**src/rtl/cnt_serial_tx.sv**
```systemverilog
// Serialises 4-bit counter values from a 2-entry FIFO as UART-like frames (start, d0..d3, stop).
// Define CNT_TX_PARITY_EN to insert an even-parity bit between the data bits and the stop bit.
module cnt_serial_tx #(
    parameter int unsigned CLKS_PER_BIT = 4
) (
    input  logic       CLK,
    input  logic       RST,
    input  logic [3:0] I_CNT,
    input  logic       I_VALID,
    output logic       O_READY,
    output logic       O_TXD,
    output logic       O_BUSY,
    output logic [7:0] O_FRAMES
);

    localparam logic [7:0] CLK_LAST = 8'(CLKS_PER_BIT - 1);

    typedef enum logic [2:0] {
        ST_IDLE   = 3'd0,
        ST_START  = 3'd1,
        ST_DATA   = 3'd2,
`ifdef CNT_TX_PARITY_EN
        ST_PARITY = 3'd4,
`endif
        ST_STOP   = 3'd3
    } state_t;

`ifdef CNT_TX_PARITY_EN
    function automatic logic even_parity(input logic [3:0] data);
        return ^data;
    endfunction
`endif

    state_t      state_r;
    logic [7:0]  clk_cnt_r;
    logic [1:0]  bit_cnt_r;
    logic [3:0]  shift_r;
    logic        txd_r;
    logic        busy_r;
    logic [7:0]  frames_r;
`ifdef CNT_TX_PARITY_EN
    logic        parity_r;
`endif

    logic [3:0]  fifo_mem_r [0:1];
    logic        wr_ptr_r;
    logic        rd_ptr_r;
    logic [1:0]  fifo_cnt_r;
    logic        ready_r;

    logic        push_s;
    logic        pop_s;
    logic        last_clk_s;
    logic [3:0]  head_s;
    logic [1:0]  fifo_cnt_nxt_s;

    // Handshake, pop decision and next FIFO occupancy
    always_comb begin
        push_s     = I_VALID & ready_r;
        last_clk_s = (clk_cnt_r == CLK_LAST);
        head_s     = fifo_mem_r[rd_ptr_r];
        pop_s      = 1'b0;
        if (fifo_cnt_r != 2'd0) begin
            case (state_r)
                ST_IDLE: pop_s = 1'b1;
                ST_STOP: pop_s = last_clk_s;
                default: pop_s = 1'b0;
            endcase
        end else begin
            pop_s = 1'b0;
        end
        case ({push_s, pop_s})
            2'b10:   fifo_cnt_nxt_s = fifo_cnt_r + 2'd1;
            2'b01:   fifo_cnt_nxt_s = fifo_cnt_r - 2'd1;
            default: fifo_cnt_nxt_s = fifo_cnt_r;
        endcase
    end

    // Two-entry FIFO; ready reflects stored occupancy only, never a same-cycle pop
    always_ff @(posedge CLK or posedge RST) begin
        if (RST) begin
            fifo_mem_r[0] <= 4'd0;
            fifo_mem_r[1] <= 4'd0;
            wr_ptr_r      <= 1'b0;
            rd_ptr_r      <= 1'b0;
            fifo_cnt_r    <= 2'd0;
            ready_r       <= 1'b1;
        end else begin
            if (push_s) begin
                fifo_mem_r[wr_ptr_r] <= I_CNT;
                wr_ptr_r             <= ~wr_ptr_r;
            end
            if (pop_s) begin
                rd_ptr_r <= ~rd_ptr_r;
            end
            fifo_cnt_r <= fifo_cnt_nxt_s;
            ready_r    <= (fifo_cnt_nxt_s < 2'd2);
        end
    end

    // Frame sequencer with registered line, busy flag and frame counter
    always_ff @(posedge CLK or posedge RST) begin
        if (RST) begin
            state_r   <= ST_IDLE;
            clk_cnt_r <= 8'd0;
            bit_cnt_r <= 2'd0;
            shift_r   <= 4'd0;
            txd_r     <= 1'b1;
            busy_r    <= 1'b0;
            frames_r  <= 8'd0;
`ifdef CNT_TX_PARITY_EN
            parity_r  <= 1'b0;
`endif
        end else begin
            case (state_r)
                ST_IDLE: begin
                    clk_cnt_r <= 8'd0;
                    bit_cnt_r <= 2'd0;
                    if (pop_s) begin
                        state_r <= ST_START;
                        shift_r <= head_s;
`ifdef CNT_TX_PARITY_EN
                        parity_r <= even_parity(head_s);
`endif
                        txd_r   <= 1'b0;
                        busy_r  <= 1'b1;
                    end else begin
                        txd_r  <= 1'b1;
                        busy_r <= 1'b0;
                    end
                end
                ST_START: begin
                    if (last_clk_s) begin
                        state_r   <= ST_DATA;
                        clk_cnt_r <= 8'd0;
                        txd_r     <= shift_r[0];
                    end else begin
                        clk_cnt_r <= clk_cnt_r + 8'd1;
                    end
                end
                ST_DATA: begin
                    if (last_clk_s) begin
                        clk_cnt_r <= 8'd0;
                        if (bit_cnt_r == 2'd3) begin
                            bit_cnt_r <= 2'd0;
`ifdef CNT_TX_PARITY_EN
                            state_r   <= ST_PARITY;
                            txd_r     <= parity_r;
`else
                            state_r   <= ST_STOP;
                            txd_r     <= 1'b1;
`endif
                        end else begin
                            bit_cnt_r <= bit_cnt_r + 2'd1;
                            shift_r   <= {1'b0, shift_r[3:1]};
                            txd_r     <= shift_r[1];
                        end
                    end else begin
                        clk_cnt_r <= clk_cnt_r + 8'd1;
                    end
                end
`ifdef CNT_TX_PARITY_EN
                ST_PARITY: begin
                    if (last_clk_s) begin
                        state_r   <= ST_STOP;
                        clk_cnt_r <= 8'd0;
                        txd_r     <= 1'b1;
                    end else begin
                        clk_cnt_r <= clk_cnt_r + 8'd1;
                    end
                end
`endif
                ST_STOP: begin
                    if (last_clk_s) begin
                        clk_cnt_r <= 8'd0;
                        frames_r  <= frames_r + 8'd1;
                        // Back-to-back frames: the next start bit follows the stop bit directly
                        if (pop_s) begin
                            state_r <= ST_START;
                            shift_r <= head_s;
`ifdef CNT_TX_PARITY_EN
                            parity_r <= even_parity(head_s);
`endif
                            txd_r   <= 1'b0;
                            busy_r  <= 1'b1;
                        end else begin
                            state_r <= ST_IDLE;
                            txd_r   <= 1'b1;
                            busy_r  <= 1'b0;
                        end
                    end else begin
                        clk_cnt_r <= clk_cnt_r + 8'd1;
                    end
                end
                default: begin
                    state_r   <= ST_IDLE;
                    clk_cnt_r <= 8'd0;
                    bit_cnt_r <= 2'd0;
                    txd_r     <= 1'b1;
                    busy_r    <= 1'b0;
                end
            endcase
        end
    end

    assign O_READY  = ready_r;
    assign O_TXD    = txd_r;
    assign O_BUSY   = busy_r;
    assign O_FRAMES = frames_r;

endmodule

```
**config.mk**
```make
export PLATFORM = sky130hd
export DESIGN_NAME = cnt_serial_tx
export DESIGN_NICKNAME = d
export VERILOG_FILES = /design/src/rtl/cnt_serial_tx.sv
export SDC_FILE = /design/constraint.sdc
export NUM_CORES = 1
export LEC_CHECK = 0
export CORE_MARGIN = 5
export CORE_UTILIZATION = 45
export CTS_CLUSTER_SIZE = 20
export DETAILED_ROUTE_END_ITERATION = 10
export GPL_TIMING_DRIVEN = 0
export PLACE_DENSITY = 0.7
export SETUP_SLACK_MARGIN = 0.02
export SLEW_MARGIN = 25
export SYNTH_ARGS = -nofsm -noshare
export SYNTH_HDL_FRONTEND = slang
export SYNTH_SLANG_ARGS = --single-unit
```
**constraint.sdc**
```tcl
create_clock -name CLK -period 2.87 [get_ports CLK]
set_input_delay 0.574 -clock CLK [delete_from_list [all_inputs] [get_ports CLK]]
set_output_delay 0.574 -clock CLK [all_outputs]
set_load 0.02 [all_outputs]
```
# Yosys cells after proc, flatten, opt, wreduce, memory -nomap -nowiden
# Cells that the tools add are included.
[totals]
in_bits = 7
ff_bits = 40
[op_classes]
bitwise_logic = 7
reduce_logical = 13
n_addsub = 5
muxes = 35
magnitude_cmp = 4
n_eq_ne = 13
[op_table]
columns = ["op", "n"]
rows = [
  ["2-to-1 mux 4 bit", 8],
  ["adder 8 x 1 -> 8 bit (second input constant)", 2],
  ["2-to-1 mux 8 bit", 2],
  ["2-to-1 mux 3 bit", 5],
  ["!= test 2 bit (second input constant)", 6],
  ["one-hot mux 3 bit (4 select lines)", 1],
  ["one-hot mux 4 bit (3 select lines)", 1],
  ["2-to-1 mux 1 bit", 9],
  ["bitwise mux 8 bit", 1],
  ["== test 8 x 2 -> 1 bit (second input constant)", 1],
  ["one-hot mux 2 bit (2 select lines)", 2],
  ["== test 3 x 2 -> 1 bit (second input constant)", 2],
  ["AND reduction 2 bit", 3],
  ["AND reduction 5 bit", 1],
  ["adder 2 x 1 -> 2 bit (second input constant)", 2],
  ["demux 4 bit (select 1 bit)", 1],
  ["== test 2 bit (second input constant)", 2],
  ["greater-or-equal comparator 2 bit (second input constant)", 2],
  ["2-to-1 mux 2 bit", 2],
  ["NOT 1 bit", 4],
  ["NOT 1 -> 2 bit", 2],
  ["one-hot mux 1 bit (4 select lines)", 1],
  ["AND reduction 4 bit", 1],
  ["OR reduction 2 bit", 2],
  ["14 further kinds", 14],
]

# Depth between registers and ports, before layout
[logic_depth]
depth_word = 7
mapped_depth = 11

# Least setup slack after synthesis
# Ideal clock, no wire load.
[synth_timing]
path_kind = "register to register"
from = "register state_r[1]"
to = "register (tool-made name)"
setup_time_ps = 122
required_ps = 2748
arrival_ps = 2131
path_slack_ps = 617
n_path_buf = 1
path_stages_with_launch = 11
cell_sequence = "dfrtp_1 > ha_1 > buf_2 > or4b_1 > o21ai_4 > nand2_2 > inv_2 > ha_1 > nor2_1 > xnor2_1 > inv_1"
[synth_rtl]
columns = ["element", "line_no", "source"]
rows = [
  ["from (decl)", "34", "state_t state_r;"],
  ["from (signal assigned)", "104", "state_r <= ST_IDLE;"],
  ["from (signal assigned)", "120", "state_r <= ST_START;"],
  ["from (signal assigned)", "134", "state_r <= ST_DATA;"],
]

==> metrics.md <==
| Metric | Value |
|---|---|
| GR Layer Usage met3 | 3.162% |
| GR Util met2 | 20.46% |
| Count of pins over their slew limit | 0 |
| Count of clock tree sinks | 39 |
| Unrepaired setup endpoints after global routing | false |
| ANT nets after route | 0 |
| Count leader, synth | dfrtp_1 |
| Synth Net Count | slightly below 200 |
| WHS | 0.4881 ns |
| Critical path arrival | 2.72 ns |
| Busiest grt layer | met2 |
| Crit path required time | 3.05 ns |
| Drt wl/cell | 14.38 um |
| Reg-to-reg slack, setup | 0.33 ns |
| Met1 usage | 18.38% |
| Starting Density | 46.15% |
| # Post-CTS Setup Buffers | 0 |
| Die X-Extent | 76.83 um |
| Cts hold-fix bufs | 0 |
| Register area share after synthesis | 48.69% |
| CTS H-tree depth | 2 |
| PostCTS Resize Cnt | 0 |
| Final min period | ~2.5 ns |
| Commonest cells post-synth | dfrtp_1, nor2_1, nand2_1 |
| Number of flops mapped to enable cells by yosys | 0 |
| Pin count of the biggest net entering global routing | 23 |
| Asr flop ratio synth | 100.0% |
| Outcome | finished, final reports clean |
| Yosys cell types | 51 |
| CTS Buf Count | 5 |
| Worst R2R Start | state_r[1] |
| Clock-pin slew of the registers on the worst-case setup and hold paths | approximately 0.07 ns |
| CP Launch Point | state_r[1] |
| Yosys warns | 0 |
| Period utilization | 88.48% |
| Io pins | 18 |
| Top cells by area, synth | dfrtp_1, ha_1, mux2_2, xnor2_1, xor2_1 |
| Via-per-instance ratio | roughly 5.5 |
| Max Cap Viol | 0 |
| TritonCTS clock tree | done |
| Final setup violating endpoints | 0 |
| Initial antenna violation count | 0 |
| DRC | 0 |
| Crit. End Element | register |
| Row Count | 24 |
| Vias in the first global route | 1409 |
| Share of cells above drive strength 1 | 15.94% |
| Filler cells | 377 |
| Worst Setup Start Kind | register |
| Vias | approximately 1400 |
| Synth Cell Area | between 0.002 and 0.0025 mm^2 |
| Setup_tns | 0 ns |
| Pwr Density | ~1100 mW/mm^2 |
| Yosys top cell by area | dfrtp_1 |
| Number of inserted diodes | 0 |
| Clock Tree Buf Depth | 2 |
| HP Class | register to register |
| Clk_lat worst skew | 0.29 ns |
| GP Congestion | 0.8044 |
| Final nets | 221 |
| Critical setup path kind | register to register |
| GRT overflow | 0 |
| HP Start | O_FRAMES[7] |
| Gate Count Post-Synth | 181 |
| Peak VDD IR | 0.0004002 V |
| DP HPWL | 2.758 mm |
| Die Y | 76.83 um |
| First-pass GRT wire length | 6.561 mm |
| Final hold vios | 0 |
| CP max FO | 10 |
| Fmax | between 300 and 400 MHz |
| Final WL | about 3.7 mm |
| Core ar. | 0.004354 mm^2 |
| DIE AREA | between 0.005 and 0.006 mm^2 |
| Top cell type's share of synthesized area | a little under half |
| 1st-iter DRT viols | 59 |
| Cell depth of the worst flop-to-flop path | 10 |
| Clk_skew | 0.002288 ns |
| Tot GR Track Use | a little over an eighth |
| Max_slew headroom | 58.22% |
| Pwr Total | 2.613 mW |
| Clk root buf | clkbuf_8 |
| Area growth syn-to-layout | 18.06% |
| Port Buf Inserts | 17 |
| DR pass1 iterations | 4 |
| Leakage power total | ~1.1 nW |
| Top_reg_cell synth | dfrtp_1 |
| Mapped Avg Cell Area | 11.10 um^2 |
| Worst Tran Pin Value | between 0.6 and 0.7 ns |
| Flops & latches, synth | 39 |
==> report_power, final <==
group	internal, mW	switching, mW
Sequential	0.767	0.161
Clock	0.219	0.183
Combinational	0.591	0.693
Total	1.58	1.04
==> registers in the layout, indices dropped and copies added, names as in the netlist, named ones only <==
signal / cells
O_BUSY: 1
fifo_mem_r: 8
fifo_cnt_r: 1
wr_ptr_r: 1
O_TXD: 1
clk_cnt_r: 8
bit_cnt_r: 2
O_READY: 1
O_FRAMES: 8
shift_r: 4
state_r: 2
rd_ptr_r: 1
==> routing by layer <==
metal	share of wire [%]	vias up	wire length (um)
li1	-	695	-
met1	49	693	1814
met2	45	18	1688
met3	3.5	8	129
met4	2.5	0	93
met5	0	-	0
==> worst min path at each step <==
stage / to / slack [ns] / cells after the start
floorplan: O_READY / 0.45 / 1
global placement: O_FRAMES[7] / 0.46 / 1
detailed placement: O_FRAMES[7] / 0.48 / 1
CTS: O_FRAMES[7] / 0.49 / 1
global route: O_FRAMES[7] / 0.51 / 1
finish: O_FRAMES[7] / 0.49 / 1
==> critical path, cell delays in order (launching register included) <==
cell and delay (ns):
dfrtp_1 0.41, ha_1 0.16, buf_2 0.22, or4b_1 0.54, o21ai_4 0.24, nand2_2 0.12
inv_2 0.14, ha_1 0.27, nor2_1 0.14, xnor2_1 0.15, inv_1 0.06
==> cell type report <==
| cell class | instances | area [um^2] | area share (%) |
|---|---|---|---|
| multi-input combinational | 130 | 984.7 | 41.51 |
| timing repair buffer | 18 | 197.7 | 8.333 |
| tap | 52 | 65.06 | 2.743 |
| buffer | 4 | 16.27 | 0.6857 |
| inverter | 8 | 30.03 | 1.266 |
| clock buffer | 8 | 100.1 | 4.219 |
| sequential | 39 | 978.4 | 41.24 |
==> cell families after synthesis <==
| kind of cell | synth area share [%] |
|---|---|
| buffers and inverters | 2.304 |
| muxes | 7.783 |
| adders and majority gates | 4.982 |
| DFF | 48.69 |
| AOI/OAI and AO/OA | 11.02 |
| xor gates and xnor gates | 7.846 |
| and+or+nand+nor | 17.37 |
==> layout by cell type, fill, tap and decap left out, drive strengths merged, types with 2 or more instances in the layout <==
cell and count:
nor3 6, a22o 3, dfstp 2, or4b 2
buf 2, and3 5, nor2b 2, a31oi 2
xnor2 9, nand2 12, nor2 18, nand3 9
mux2 10, o21ai 3, clkbuf 11, a21o 2
inv 8, ha 8, nand4 3, mux2i 4
a21oi 3, clkdlybuf4s50 17, dfrtp 37, xor2 9
o311ai 2
==> per-stage QoR <==
| step | cells | setup WS, ns | utilization [%] | area (um^2) |
|---|---|---|---|---|
| floorplan | 181 | 0.6170 | - | 2009 |
| CTS | 259 | 0.3352 | 54.48 | 2372 |
| global placement | 250 | 0.3792 | 51.55 | 2245 |
| global route | 259 | 0.2033 | 54.48 | 2372 |
| finish | 259 | 0.3307 | 54.48 | 2372 |
| detailed placement | 251 | 0.3175 | 52.18 | 2272 |
(Power assumes the default switching activity.)
